[src/rtl/never8_arith_pkg.sv]
// Shared arithmetic definitions for the serial adder: FSM state encoding and step sizing.
package never8_arith_pkg;

   typedef enum logic [1:0] {
      ST_IDLE = 2'd0,
      ST_RUN  = 2'd1,
      ST_DONE = 2'd2
   } state_t;

   function automatic int calc_nstep(input int width, input int digit);
      return width / digit;
   endfunction

   // One extra code point so the counter can represent NSTEP itself.
   function automatic int calc_cnt_w(input int width, input int digit);
      return $clog2((width / digit) + 1);
   endfunction

endpackage

[src/rtl/digit_adder.sv]
// DIGIT-bit combinational ripple adder; also exposes the carry into its top bit for overflow.
module digit_adder #(
   parameter int DIGIT = 1
) (
   input  logic [DIGIT-1:0] x,
   input  logic [DIGIT-1:0] y,
   input  logic             ci,
   output logic [DIGIT-1:0] sum,
   output logic             co,
   output logic             c_msb
);

   logic [DIGIT:0] c;

   always_comb begin
      c    = '0;
      sum  = '0;
      c[0] = ci;
      for (int i = 0; i < DIGIT; i++) begin
         sum[i]   = x[i] ^ y[i] ^ c[i];
         c[i+1]   = (x[i] & y[i]) | (c[i] & (x[i] ^ y[i]));
      end
      co    = c[DIGIT];
      c_msb = c[DIGIT-1];
   end

endmodule

[src/rtl/serial_adder.sv]
// Multi-cycle add/subtract, DIGIT bits per clock LSB first; done pulses NSTEP cycles after start.
// No backpressure: start is only accepted in IDLE/DONE and ignored while busy.
module serial_adder
   import never8_arith_pkg::*;
#(
   parameter int WIDTH = 8,
   parameter int DIGIT = 1
) (
   input  logic             clk,
   input  logic             rst,
   input  logic             start,
   input  logic             sub,
   input  logic [WIDTH-1:0] a,
   input  logic [WIDTH-1:0] b,
   input  logic             cin,
   output logic             busy,
   output logic             done,
   output logic [WIDTH-1:0] s,
   output logic             cout,
   output logic             ovf
);

   localparam int NSTEP = calc_nstep(WIDTH, DIGIT);
   localparam int CW    = calc_cnt_w(WIDTH, DIGIT);
   localparam logic [CW-1:0] LAST = CW'(NSTEP - 1);

   if (WIDTH < 2 || DIGIT < 1 || (WIDTH % DIGIT) != 0) begin : g_bad_params
      $error("serial_adder: WIDTH must be >= 2 and a multiple of DIGIT");
   end

   state_t           state_q, state_d;
   logic [WIDTH-1:0] a_q, a_d;
   logic [WIDTH-1:0] b_q, b_d;
   logic [WIDTH-1:0] s_q, s_d;
   logic [CW-1:0]    cnt_q, cnt_d;
   logic             carry_q, carry_d;
   logic             cout_q, cout_d;
   logic             ovf_q, ovf_d;
   logic             busy_q, busy_d;
   logic             done_q, done_d;

   logic [DIGIT-1:0]       dsum;
   logic                   dco;
   logic                   dc_msb;
   logic [WIDTH+DIGIT-1:0] s_cat;

   digit_adder #(.DIGIT(DIGIT)) u_digit (
      .x     (a_q[DIGIT-1:0]),
      .y     (b_q[DIGIT-1:0]),
      .ci    (carry_q),
      .sum   (dsum),
      .co    (dco),
      .c_msb (dc_msb)
   );

   // New digit enters at the top so after NSTEP shifts the LSB digit sits at bit 0.
   assign s_cat = {dsum, s_q};

   always_comb begin
      state_d = state_q;
      a_d     = a_q;
      b_d     = b_q;
      s_d     = s_q;
      cnt_d   = cnt_q;
      carry_d = carry_q;
      cout_d  = cout_q;
      ovf_d   = ovf_q;
      busy_d  = busy_q;
      done_d  = 1'b0;

      case (state_q)
         ST_IDLE, ST_DONE: begin
            busy_d  = 1'b0;
            state_d = ST_IDLE;
            if (start) begin
               // Subtract folds into add: a + ~b + !borrow_in.
               a_d     = a;
               b_d     = b ^ {WIDTH{sub}};
               carry_d = cin ^ sub;
               cnt_d   = '0;
               s_d     = '0;
               cout_d  = 1'b0;
               ovf_d   = 1'b0;
               busy_d  = 1'b1;
               state_d = ST_RUN;
            end
         end
         ST_RUN: begin
            a_d     = a_q >> DIGIT;
            b_d     = b_q >> DIGIT;
            s_d     = s_cat[WIDTH+DIGIT-1:DIGIT];
            carry_d = dco;
            cnt_d   = cnt_q + CW'(1);
            if (cnt_q == LAST) begin
               cout_d  = dco;
               ovf_d   = dc_msb ^ dco;
               busy_d  = 1'b0;
               done_d  = 1'b1;
               state_d = ST_DONE;
            end
         end
         default: begin
            busy_d  = 1'b0;
            state_d = ST_IDLE;
         end
      endcase
   end

   always_ff @(posedge clk) begin
      if (rst) begin
         state_q <= ST_IDLE;
         a_q     <= '0;
         b_q     <= '0;
         s_q     <= '0;
         cnt_q   <= '0;
         carry_q <= 1'b0;
         cout_q  <= 1'b0;
         ovf_q   <= 1'b0;
         busy_q  <= 1'b0;
         done_q  <= 1'b0;
      end else begin
         state_q <= state_d;
         a_q     <= a_d;
         b_q     <= b_d;
         s_q     <= s_d;
         cnt_q   <= cnt_d;
         carry_q <= carry_d;
         cout_q  <= cout_d;
         ovf_q   <= ovf_d;
         busy_q  <= busy_d;
         done_q  <= done_d;
      end
   end

   assign busy = busy_q;
   assign done = done_q;
   assign s    = s_q;
   assign cout = cout_q;
   assign ovf  = ovf_q;

endmodule

[config.mk]
export PLATFORM = sky130hd
export DESIGN_NAME = serial_adder
export DESIGN_NICKNAME = d
export VERILOG_FILES = /design/src/rtl/never8_arith_pkg.sv /design/src/rtl/digit_adder.sv /design/src/rtl/serial_adder.sv
export SDC_FILE = /design/constraint.sdc
export NUM_CORES = 1
export LEC_CHECK = 0
export ABC_CLOCK_PERIOD_IN_PS = 1560
export CORE_MARGIN = 2
export CORE_UTILIZATION = 35
export CTS_CLUSTER_DIAMETER = 30
export DETAILED_ROUTE_END_ITERATION = 10
export DONT_BUFFER_PORTS = 1
export PLACE_DENSITY = 0.51
export SLEW_MARGIN = 0
export SYNTH_ARGS = -nofsm -noshare
export SYNTH_HDL_FRONTEND = slang
export SYNTH_SLANG_ARGS = --single-unit
[constraint.sdc]
create_clock -name clk -period 1.56 [get_ports clk]
set_input_delay 0.312 -clock clk [delete_from_list [all_inputs] [get_ports clk]]
set_output_delay 0.312 -clock clk [all_outputs]
set_load 0.05 [all_outputs]
# Word-level counts from Yosys, hierarchy flattened
# Cells that the tools add are included.
[classes] n_mux=22 eq_ne=5 add_sub_neg=1 n_bitwise=9 n_reduce_logical=6
[op_table] operator="$pmux W8 S2" n=3
[op_table] operator="$mux W8" n=3
[op_table] operator="$mux W1" n=8
[op_table] operator="$pmux W1 S2" n=4
[op_table] operator="$pmux W4 S2" n=1
[op_table] operator="$xor A8 B8 Y8" n=1
[op_table] operator="$add A4 B1 Y4 const B" n=1
[op_table] operator="$eq A4 B3 Y1 const B" n=1
[op_table] operator="$mux W4" n=1
[op_table] operator="$ne A2 B2 Y1 const B" n=2
[op_table] operator="$pmux W2 S2" n=1
[op_table] operator="$reduce_or A2 Y1" n=2
[op_table] operator="$xor A1 B1 Y1" n=4
[op_table] operator="$reduce_and A3 Y1" n=1
[op_table] operator="$and A1 B1 Y1" n=2
[op_table] operator="$eq A2 B1 Y1 const B" n=1
[op_table] operator="$eq A2 B2 Y1 const B" n=1
[op_table] operator="$logic_not A2 Y1" n=1
[op_table] operator="$mux W2" n=1
[op_table] operator="$reduce_and A2 Y1" n=1
[op_table] operator="$reduce_bool A2 Y1" n=1
[op_table] operator="$not A1 Y1" n=1
[op_table] operator="$or A1 B1 Y1" n=1
[totals] inputBits=21 reg_bits=35

# Longest topological paths before layout
[logic_depth] ltp_word=6 depth_mapped=6 mapped_depth_nobuf=5

# Hierarchy
# Synthesis repeated with hierarchy kept, for this count alone.
[hier_totals] hier_cells=171 area_unflattened_um2=1515.2
[modules_own_cells] module="serial_adder" n_inst=1 cells_each=169 area_per_inst_um2=1487.7 seq_area_each_um2=700.7
[modules_own_cells] module="digit_adder" n_inst=1 cells_each=2 area_per_inst_um2=27.5 seq_area_each_um2=0.0

# Worst setup path after synthesis
# No wires, ideal clock.
[synth_timing] kind="reg2reg" from="reg carry_q" to="reg ovf_q (netlist: ovf)" n_path_buf=0 required_ns=1.432 setup_time_ns=0.128 path_slack_ns=0.272 t_arrival_ns=1.160 path_stages_with_launch=5 path_cell_list="dfxtp_1 -> fa_1 -> xor2_1 -> a32oi_1 -> nor2_1"
[synth_between] elab_chain_cells=5
[synth_lines] item="from (decl)" line_no="serial_adder.sv:36" rtl="logic carry_q, carry_d;"
[synth_lines] item="from (signal assigned)" line_no="serial_adder.sv:127" rtl="carry_q <= carry_d;"
[synth_lines] item="$and A1 B1 Y1" line_no="digit_adder.sv:21" rtl="c[i+1] = (x[i] & y[i]) | (c[i] & (x[i] ^ y[i]));"
[synth_lines] item="$or A1 B1 Y1" line_no="digit_adder.sv:21"
[synth_lines] item="$xor A1 B1 Y1 (*)" line_no="serial_adder.sv:96" rtl="ovf_d = dc_msb ^ dco;"
[synth_lines] item="$mux W1 (*)" line_no="serial_adder.sv:94" rtl="if (cnt_q == LAST) begin"
[synth_lines] item="$pmux W1 S2 (*)" line_no="serial_adder.sv:71" rtl="case (state_q)"
[synth_lines] item="to (signal assigned)" line_no="serial_adder.sv:129" rtl="ovf_q <= ovf_d;"
[synth_lines] item="to (decl)" line_no="serial_adder.sv:38" rtl="logic ovf_q, ovf_d;"
# Every way passes the cells marked *; elsewhere a longest branch is shown, timed or not. The select of a mux whose other input is x is not followed.
# A chain may end at the register's enable or synchronous reset.

# Final worst setup path
[layout_timing] from="reg state_q[0]" to="reg b_q[4]"
[layout_between] elab_chain_cells=4
[layout_lines] item="from (decl)" line_no="serial_adder.sv:31" rtl="state_t state_q, state_d;"
[layout_lines] item="from (signal assigned)" line_no="serial_adder.sv:122" rtl="state_q <= state_d;"
[layout_lines] item="$eq A2 B2 Y1 / $logic_not A2 Y1 (equally long branches)" line_no="serial_adder.sv:71"
[layout_lines] item="$reduce_or A2 Y1" line_no="serial_adder.sv:71"
[layout_lines] item="$ne A2 B2 Y1 (no source line) / $reduce_bool A2 Y1 (equally long branches)"
[layout_lines] item="$reduce_and A2 Y1 (no source line)"
[layout_lines] item="to (signal assigned)" line_no="serial_adder.sv:113" rtl="b_q <= '0;"
[layout_lines] item="to (signal assigned)" line_no="serial_adder.sv:124" rtl="b_q <= b_d;"
[layout_lines] item="to (decl)" line_no="serial_adder.sv:33" rtl="logic [WIDTH-1:0] b_q, b_d;"
# Several ways; a longest one is shown, not always the timed one.

==> metrics.md <==
| Metric | Value |
|---|---|
| Outcome | `completed` |
| Peak VDD IR | `0.646 mV` |
| Placed inst area | `1470 sq um` |
| Cell Area, Synth | `1450 sq um` |
| Setup TNS | `0 ps` |
| Dpl ws | `149 ps` |
| Layout cells sized above 1 | `9.62%` |
| Pre-Repair DR Iteration Count | `4` |
| Ys Warns | `0` |
| Arr. time, crit path | `1590 ps` |
| Initial core utilization | `36.3%` |
| Post-synth net total | `179` |
| Dpl hpwl | `1990 microns` |
| Hold WC Path Type | `in -> reg` |
| Root Buffer | `clkbuf_8` |
| Routed length on met2 | `1460 microns` |
| Placeable Area | `4000 sq um` |
| Cts repair resizes | `0` |
| Max FO, Critical Path | `14` |
| CP Capture Type | `flop` |
| Data required, critical path | `1770 ps` |
| Via count | `1074` |
| Grt ovf | `0` |
| Number of global-route vias before repair | `934` |
| Leakage Power | `0.582 nW` |
| Die span in x | `68.4 microns` |
| Multiplexer share of the synthesized area | `1.38%` |
| Max layer used | `met4` |
| Share of the clock period used by the worst path | `89.0%` |
| Setup ws final | `171 ps` |
| Metal3 WL | `231 microns` |
| # diodes | `0` |
| WHS | `106 ps` |
| Total die area | `4680 sq um` |
| Clk_lat worst skew | `280 ps` |
| RSZ-0062 raised after global routing | `no` |
| Initial antenna violation count | `0` |
| Clk slew on worst S/H paths | `60 ps` |
| Largest family of logic cells by synthesized area | `compound AO/OA/AOI/OAI gates` |
| Seq/Total Area, Yosys | `48.2%` |
| Num ports | `33` |
| Syn_area_per_cell | `9.31 sq um` |
| Most common cell after layout, fill and taps aside | `dfxtp_1` |
| Number of nets in the layout | `179` |
| XOR/XNOR Fraction of Synth Area | `6.03%` |
| Endpoints failing hold | `0` |
| Fin Clk Skew | `6.73 ps` |
| Non-Filler Cell Area, Final | `1580 sq um` |
| # rows | `23` |
| First-pass GRT wire length | `4580 microns` |
| Endpoints failing setup | `0` |
| Core Util, Final | `39.4%` |
| Vias per inst | `5.21` |
| Yosys reg bits | `35` |
| Die height | `68.4 microns` |
| # clock sinks | `35` |
| Cts hold-fix bufs | `0` |
| Post-Synth Adder-Cell Area | `2.24%` |
| Routed WL | `3040 microns` |
| Cts bufs inserted | `5` |
| Synthesized instance count | `156` |
| Buffer levels on the longest clock path | `2` |
| H-Tree Depth | `2` |
| Cell Count, Final, Fillers Out | `206` |
| CTS tree | `built` |
| Commonest cells after routing, fill and taps aside | `35 x dfxtp_1, 26 x a22oi_1, 20 x nor2_1, 18 x a21oi_1, 15 x nand2_1` |
| Post-route ant nets | `0` |
| Synth unique cells | `28` |
| Slew at the pin closest to its max-slew limit | `672 ps` |
| IO buf count | `0` |
| FMAX | `720 MHz` |
| Synth Area in Compound Gates | `21.6%` |
| DRC | `0` |
| Tot GR Track Use | `13.8%` |
| Critical path class | `reg -> reg` |
| Metal-1 WL | `1310 microns` |
| Placed cells | `198` |
| Max Cap Viol | `0` |
| Synth Area in Simple Gates | `14.2%` |
| # Post-CTS Setup Buffers | `0` |
| GPL Wtd Cong | `0.748` |
| DRT iter0 DRCs | `48` |
| Fin. max-slew vios | `0` |
| Startpoint Class | `flop` |
| Power Density | `1220 nW/um^2` |
| Largest net degree at the start of global routing | `36` |
| Tmin final | `1390 ps` |
| Tot Pwr | `1.92 mW` |
| Slew margin rel. | `55.2%` |
| WL/cell | `14.8 microns` |
| Area added between synthesis and finish | `8.53%` |
[cell type report]
| cell class | count | area [sq um] |
|---|---|---|
| fill | 410 | 2420 |
| sequential | 35 | 701 |
| multi-input combinational | 108 | 669 |
| clock buffer | 6 | 72.6 |
| tap | 50 | 62.6 |
| timing repair buffer | 5 | 37.5 |
| clock inverter | 1 | 30.0 |
| inverter | 1 | 3.75 |
[critical path: stages (launching register included)]
cell and delay (ps):
dfxtp_1 330, nor2b_4 180, nor2_2 550, nand2_1 110, a21oi_1 150
[flip-flops by register name (all words and copies together) (netlist names)]
signal   cells
a_q          8
b_q          8
busy         1
carry_q      1
cnt_q        4
cout         1
done         1
ovf          1
s            8
state_q      2
[cell usage after synthesis]
library cell | number | area, sq um
nor2b_4 | 1 | 13.8
a21oi_1 | 18 | 90.1
nand2b_1 | 1 | 6.26
buf_6 | 4 | 45.0
nand3b_1 | 1 | 7.51
clkbuf_1 | 3 | 11.3
a31oi_1 | 1 | 6.26
clkbuf_2 | 1 | 5.00
mux2i_1 | 2 | 20.0
a32oi_1 | 2 | 17.5
buf_1 | 1 | 3.75
nand2_1 | 15 | 56.3
xor2_1 | 10 | 87.6
nand3_1 | 1 | 5.00
nand4_1 | 1 | 6.26
o21ai_0 | 1 | 5.00
inv_1 | 1 | 3.75
nor3_1 | 2 | 10.0
ha_1 | 1 | 12.5
nor2_1 | 20 | 75.1
buf_4 | 1 | 7.51
dfxtp_1 | 35 | 701
nor2_4 | 1 | 11.3
a22oi_1 | 26 | 195
fa_1 | 1 | 20.0
buf_2 | 3 | 15.0
and3b_1 | 1 | 8.76
nor2b_1 | 1 | 6.26
[worst paths after layout]
path,from,endpoint,slack [ps],depth (start not counted)
setup / recovery,state_q[0]$_SDFFE_PP0P_,b_q[4]$_SDFFE_PP0P_,170,4
hold / removal,rst,b_q[7]$_SDFFE_PP0P_,110,1
hold reg to reg,a_q[4]$_SDFFE_PP0P_,a_q[4]$_SDFFE_PP0P_,450,2
setup reg to reg,state_q[0]$_SDFFE_PP0P_,b_q[4]$_SDFFE_PP0P_,170,4
[report_power, final]
group / switching, mW / total (mW) / internal (mW)
Clock: 0.288 / 0.756 / 0.468
Sequential: 0.0400 / 0.976 / 0.936
Combinational: 0.111 / 0.190 / 0.0790
Total: 0.439 / 1.92 / 1.48
[per-layer routing]
metal	global-route usage, %	up-vias
met2	21.3	28
met5	0	-
met3	6.41	4
met4	7.50	0
met1	15.7	496
li1	-	546
[cell families after synthesis]
family,Yosys count
AOI/OAI and AO/OA,48
xor gates and xnor gates,10
adders and majority gates,2
buffers and inverters,14
DFF,35
muxes,2
and+or+nand+nor,45
(Power assumes the default switching activity.)
